==> src/rtl/seq_subtractor.sv <==
// Multi-cycle subtractor: diff = a - b - bin (mod 2^WIDTH), one CHUNK-bit slice per cycle.
// The slice is an adder fed with ~b and carry-in ~bin; the carry is registered between slices.
module seq_subtractor #(
    parameter int WIDTH = 64,
    parameter int CHUNK = 8
) (
    input  logic             clk,
    input  logic             rst,
    input  logic             in_valid,
    output logic             in_ready,
    input  logic [WIDTH-1:0] a,
    input  logic [WIDTH-1:0] b,
    input  logic             bin,
    output logic             out_valid,
    input  logic             out_ready,
    output logic [WIDTH-1:0] diff,
    output logic             bout,
    output logic             ovf
);

    localparam int N     = WIDTH / CHUNK;
    localparam int IDX_W = (N > 1) ? $clog2(N) : 1;
    localparam logic [IDX_W-1:0] LAST_IDX = IDX_W'(N - 1);

    localparam logic [1:0] IDLE = 2'd0;
    localparam logic [1:0] RUN  = 2'd1;
    localparam logic [1:0] DONE = 2'd2;

    generate
        if (WIDTH % CHUNK != 0) begin : g_bad_chunk
            $error("seq_subtractor: CHUNK must divide WIDTH");
        end
    endgenerate

    logic [1:0]       state_q, state_d;
    logic [WIDTH-1:0] a_q, a_d;
    logic [WIDTH-1:0] b_q, b_d;
    logic             carry_q, carry_d;
    logic [IDX_W-1:0] idx_q, idx_d;
    logic [WIDTH-1:0] res_q, res_d;
    logic [WIDTH-1:0] diff_q, diff_d;
    logic             bout_q, bout_d;
    logic             ovf_q, ovf_d;

    logic [CHUNK-1:0] a_sl [N];
    logic [CHUNK-1:0] b_sl [N];
    logic [CHUNK:0]   sum;

    generate
        for (genvar gi = 0; gi < N; gi++) begin : g_slice
            assign a_sl[gi] = a_q[gi*CHUNK +: CHUNK];
            assign b_sl[gi] = b_q[gi*CHUNK +: CHUNK];
        end
    endgenerate

    // Adding ~b plus the inverted borrow is subtraction; the final carry is the inverted borrow.
    assign sum = {1'b0, a_sl[idx_q]} + {1'b0, ~b_sl[idx_q]} + {{CHUNK{1'b0}}, carry_q};

    always_comb begin
        state_d = state_q;
        a_d     = a_q;
        b_d     = b_q;
        carry_d = carry_q;
        idx_d   = idx_q;
        res_d   = res_q;
        diff_d  = diff_q;
        bout_d  = bout_q;
        ovf_d   = ovf_q;
        case (state_q)
            IDLE: begin
                if (in_valid) begin
                    a_d     = a;
                    b_d     = b;
                    carry_d = ~bin;
                    idx_d   = '0;
                    state_d = RUN;
                end
            end
            RUN: begin
                res_d[int'(idx_q)*CHUNK +: CHUNK] = sum[CHUNK-1:0];
                carry_d = sum[CHUNK];
                idx_d   = idx_q + 1'b1;
                if (idx_q == LAST_IDX) begin
                    diff_d  = res_d;
                    bout_d  = ~sum[CHUNK];
                    ovf_d   = (a_q[WIDTH-1] ^ b_q[WIDTH-1]) & (res_d[WIDTH-1] ^ a_q[WIDTH-1]);
                    state_d = DONE;
                end
            end
            DONE: begin
                if (out_ready) begin
                    state_d = IDLE;
                end
            end
            default: state_d = IDLE;
        endcase
    end

    always_ff @(posedge clk) begin
        if (rst) begin
            state_q <= IDLE;
            a_q     <= '0;
            b_q     <= '0;
            carry_q <= 1'b0;
            idx_q   <= '0;
            res_q   <= '0;
            diff_q  <= '0;
            bout_q  <= 1'b0;
            ovf_q   <= 1'b0;
        end else begin
            state_q <= state_d;
            a_q     <= a_d;
            b_q     <= b_d;
            carry_q <= carry_d;
            idx_q   <= idx_d;
            res_q   <= res_d;
            diff_q  <= diff_d;
            bout_q  <= bout_d;
            ovf_q   <= ovf_d;
        end
    end

    assign in_ready  = (state_q == IDLE);
    assign out_valid = (state_q == DONE);
    assign diff      = diff_q;
    assign bout      = bout_q;
    assign ovf       = ovf_q;

endmodule

==> config.mk <==
export PLATFORM = sky130hd
export DESIGN_NAME = seq_subtractor
export DESIGN_NICKNAME = d
export VERILOG_FILES = /design/src/rtl/seq_subtractor.sv
export SDC_FILE = /design/constraint.sdc
export NUM_CORES = 1
export LEC_CHECK = 0
export CAP_MARGIN = 40
export CORE_MARGIN = 8
export CORE_UTILIZATION = 35
export CTS_BUF_LIST = sky130_fd_sc_hd__clkbuf_4 sky130_fd_sc_hd__clkbuf_8
export DETAILED_ROUTE_END_ITERATION = 16
export PLACE_DENSITY_LB_ADDON = 0.3
export SETUP_SLACK_MARGIN = 0.02
export SLEW_MARGIN = 10
export SYNTH_ARGS = -nofsm -noshare
export SYNTH_HDL_FRONTEND = slang
export SYNTH_SLANG_ARGS = --single-unit
export TNS_END_PERCENT = 100
==> constraint.sdc <==
create_clock -name clk -period 5.7 [get_ports clk]
set_input_delay 0.57 -clock clk [delete_from_list [all_inputs] [get_ports clk]]
set_output_delay 0.57 -clock clk [all_outputs]
set_load 0.1 [all_outputs]
==> results.py <==
metrics = {
    "outcome": {
        "status": "complete, no violations",
    },
    "synth": {
        "ys_ff_latch": 264,
        "yosys.area_share.simple_pct": 22.47,
        "synth.avg_cell_area_um2": 8.238,
        "synth.top_cell.area_share_pct": 45.92,
        "syn_area_um2": 11510,
        "synth_area_leader_cell": "dfxtp_1",
        "ys_top_cells_by_area": "dfxtp_1 (46%), nand2_1 (11%), a21oi_1 (8.9%)",
        "seq_area_frac_synth_pct": 45.92,
        "synth-xor-area-share_pct": 0.2283,
        "synthTopCellsByCount": "nand2_1 (323), dfxtp_1 (264), a21oi_1 (205)",
        "synth-edff-count": 0,
        "synth_ff_type": "dfxtp_1",
        "ys_async_sr_fraction_pct": 0,
        "synth_top_family_by_area": "simple AND/OR/NAND/NOR gates",
        "syn_inst": 1397,
        "synthAdderAreaFrac_pct": 1.870,
        "ys_warn_count": 0,
        "syn-num-nets": 1546,
        "synth-compound-area-share_pct": 17.44,
        "yosys-mux-area-fraction_pct": 7.393,
        "yosysUniqueCellTypes": 61,
        "synth_most_common_cell": "nand2_1",
    },
    "sta": {
        "hold_viol": 0,
        "setup_viol": 0,
        "max_slew_margin_pct": 38.02,
        "holdWs_ns": 0.4526,
        "worst_slew_pin_slew_ns": 0.9297,
        "max_clock_freq_mhz": 233.7,
        "final.setup.tns_ns": 0,
        "rsz0062_at_grt": "false",
        "maxSlewViolCount": 0,
        "fin_crit_ns": 4.279,
        "post-route-period-util_pct": 75.07,
        "fin_worst_skew_ns": 0.03028,
    },
    "global_routing": {
        "met2_usage_pct": 28.49,
        "top_usage_layer": "met2",
        "gr-usage-met1_pct": 22.04,
        "met3_usage_pct": 4.991,
        "grt_usage_pct": 17.38,
        "grt-ovfl-total": 0,
        "grt_max_degree": 120,
        "grt_pass1_wl_um": 55360,
        "antenna_found_initial": 1,
        "grt_pass1_vias": 10304,
    },
    "drt": {
        "routed_wl_um": 34740,
        "drt_iter0_drc": 677,
        "drt_pass1_iterations": 5,
        "routed_via_density": 5.032,
        "post_drt_wl_per_cell_um": 16.67,
        "vias": 10486,
        "drc": 0,
        "ant_nets": 0,
    },
    "worst_setup_path": {
        "critPathKind": "flip-flop to flip-flop",
        "cp_top_family": "compound AO/OA/AOI/OAI gates",
        "cpPeakStageDelay_ns": 0.86,
        "crit_start": "idx_q[0]",
        "path_buf_inv": 2,
        "start_kind": "flip-flop",
        "path_cells": "buf_4, mux4_2, nand2_1, and2_1, inv_1, ha_1, a211oi_4, o2111ai_2, a221oi_4, mux2i_1, a311oi_2",
        "cp.arrival_ns": 4.67,
        "endpoint_kind": "flip-flop",
        "crit_slowest_cell": "a221oi_4",
        "r2r_slack_ns": 1.42,
        "rr_endpoint": "ovf",
        "worst-r2r-cell-count": 11,
        "critPathMaxFanout": 22,
        "required_ns": 6.09,
        "timing.rr.start": "idx_q[0]",
    },
    "power_and_ir_drop": {
        "swShare_pct": 27.24,
        "intPower_w": 0.003254,
        "ir_drop_mv": 0.1478,
        "powerDensity_nw_per_um2": 278.4,
        "p_seq_share_pct": 44.1,
        "p_switching_w": 0.001218,
        "power_frac_comb_pct": 14.6,
        "p_clk_share_pct": 41.3,
        "total_leakage_power_nw": 5.728,
    },
    "clock_tree": {
        "path_clk_slew_ns": 0.06,
        "cts_setup_buffers": 0,
        "tritoncts": "built",
        "clk_path_buf_depth": 3,
        "cts_buffers": 46,
        "clkSinkCount": 264,
        "htree_levels": 2,
        "clk-insertion-delay-late_ns": 0.58,
        "postCtsHoldBufs": 0,
        "cts_resized": 0,
        "cts-root-buf": "clkbuf_8",
    },
    "floorplan": {
        "die-area_um2": 38940,
        "die_y_um": 197.3,
        "start_util_pct": 35.46,
        "fp-row-count": 66,
        "coreArea_um2": 32450,
        "pin_count": 201,
        "die_x_um": 197.3,
    },
    "final_layout": {
        "n_antenna_cell": 0,
        "nNetsFinal": 1759,
        "drive_above_1_share_pct": 13.58,
        "fillers": 3106,
        "area_growth_pct": 39.60,
    },
    "min_path": {
        "holdPathStages": 2,
        "min_to": "a_q[23]",
        "min_path_type": "flip-flop to flip-flop",
        "min-delay-start": "a_q[23]",
    },
    "placed_design": {
        "gp_routability_congestion": 0.8323,
        "port_buffers": 200,
        "dpl.hpwl_um": 24340,
    },
    "run": {
        "cap_violations": 0,
    },
}
-- power groups by stage --
stage,sequential [W],clock [W],combinational (W)
2_1_floorplan,0.00199,0,0.000439
3_3_place_gp,0.00201,0,0.000641
3_5_place_dp,0.00201,0,0.000653
4_1_cts,0.00198,0.00189,0.000655
5_1_grt,0.00198,0.00198,0.000714
6_report,0.00197,0.00185,0.000652
-- how the worst max path moves through the flow --
stage	to	slack, ns	cells after the start
6_report	ovf	1.42	11
5_1_grt	diff[39]	1.07	12
4_1_cts	ovf	1.38	11
3_5_place_dp	ovf	1.43	11
3_3_place_gp	diff[55]	1.48	12
2_1_floorplan	diff[52]	1.98	15
-- registers in the layout, indices dropped and copies added, names as in the netlist --
| register | cells |
|---|---|
| diff | 64 |
| ovf | 1 |
| idx_q | 3 |
| state_q | 2 |
| carry_q | 1 |
| a_q | 64 |
| b_q | 64 |
| res_q | 64 |
| bout | 1 |
-- area by class of cell --
cell class                 instances  area [µm²]  share of cell area (%)
multi-input combinational       1004        5705                   35.51
sequential                       264        5288                   32.91
timing repair buffer             284        3501                   21.79
clock buffer                      71       877.1                   5.460
tap                              442       553.0                   3.442
clock inverter                     9       103.9                  0.6464
inverter                          10       37.54                  0.2336
-- through the flow --
step	setup WS (ns)	util (%)	power, W	cell area [µm²]	cells
final	1.421	49.50	0.004473	16070	2084
after floorplan	1.977	-	0.002428	11510	1397
after detailed placement	1.431	46.48	0.002668	15080	2004
after global placement	1.476	42.22	0.002654	13700	1935
after global routing	1.068	49.50	0.004678	16070	2084
after CTS	1.376	49.50	0.004519	16070	2084
-- kinds of logic (layout without fill, tap and decap cells) --
group                    Yosys count  count (layout)
adder cells (fa/ha/maj)           16              16
AO/OA/AOI/OAI                    327             327
flip-flops                       264             264
XOR/XNOR                           3               3
AND/OR/NAND/NOR                  613             613
buffers and inverters            129             374
multiplexers                      45              45
-- worst register-to-register path, stage by stage (launching register included) --
cell	delay (ns)
dfxtp_2	0.82
buf_4	0.30
mux4_2	0.51
nand2_1	0.08
and2_1	0.20
inv_1	0.06
ha_1	0.34
a211oi_4	0.30
o2111ai_2	0.19
a221oi_4	0.86
mux2i_1	0.32
a311oi_2	0.12
-- metal layers --
metal | vias to the layer above | share of wire [%]
li1 | 5261 | -
met1 | 4871 | 44
met2 | 292 | 47
met3 | 60 | 7.1
met4 | 2 | 2.0
met5 | - | 0.023
-- placed cells by master (no fill, tap or decap), types with 32 or more instances in the layout --
cell | Yosys | final
nor2_1 | 151 | 151
clkbuf_8 | 0 | 56
a211oi_1 | 72 | 72
buf_8 | 0 | 40
a21oi_1 | 205 | 205
dfxtp_1 | 264 | 262
nand2_1 | 323 | 322
nor3_1 | 65 | 65
mux4_2 | 32 | 32
clkdlybuf4s50_1 | 0 | 199
Note: power is estimated with default switching activity, not from simulation.
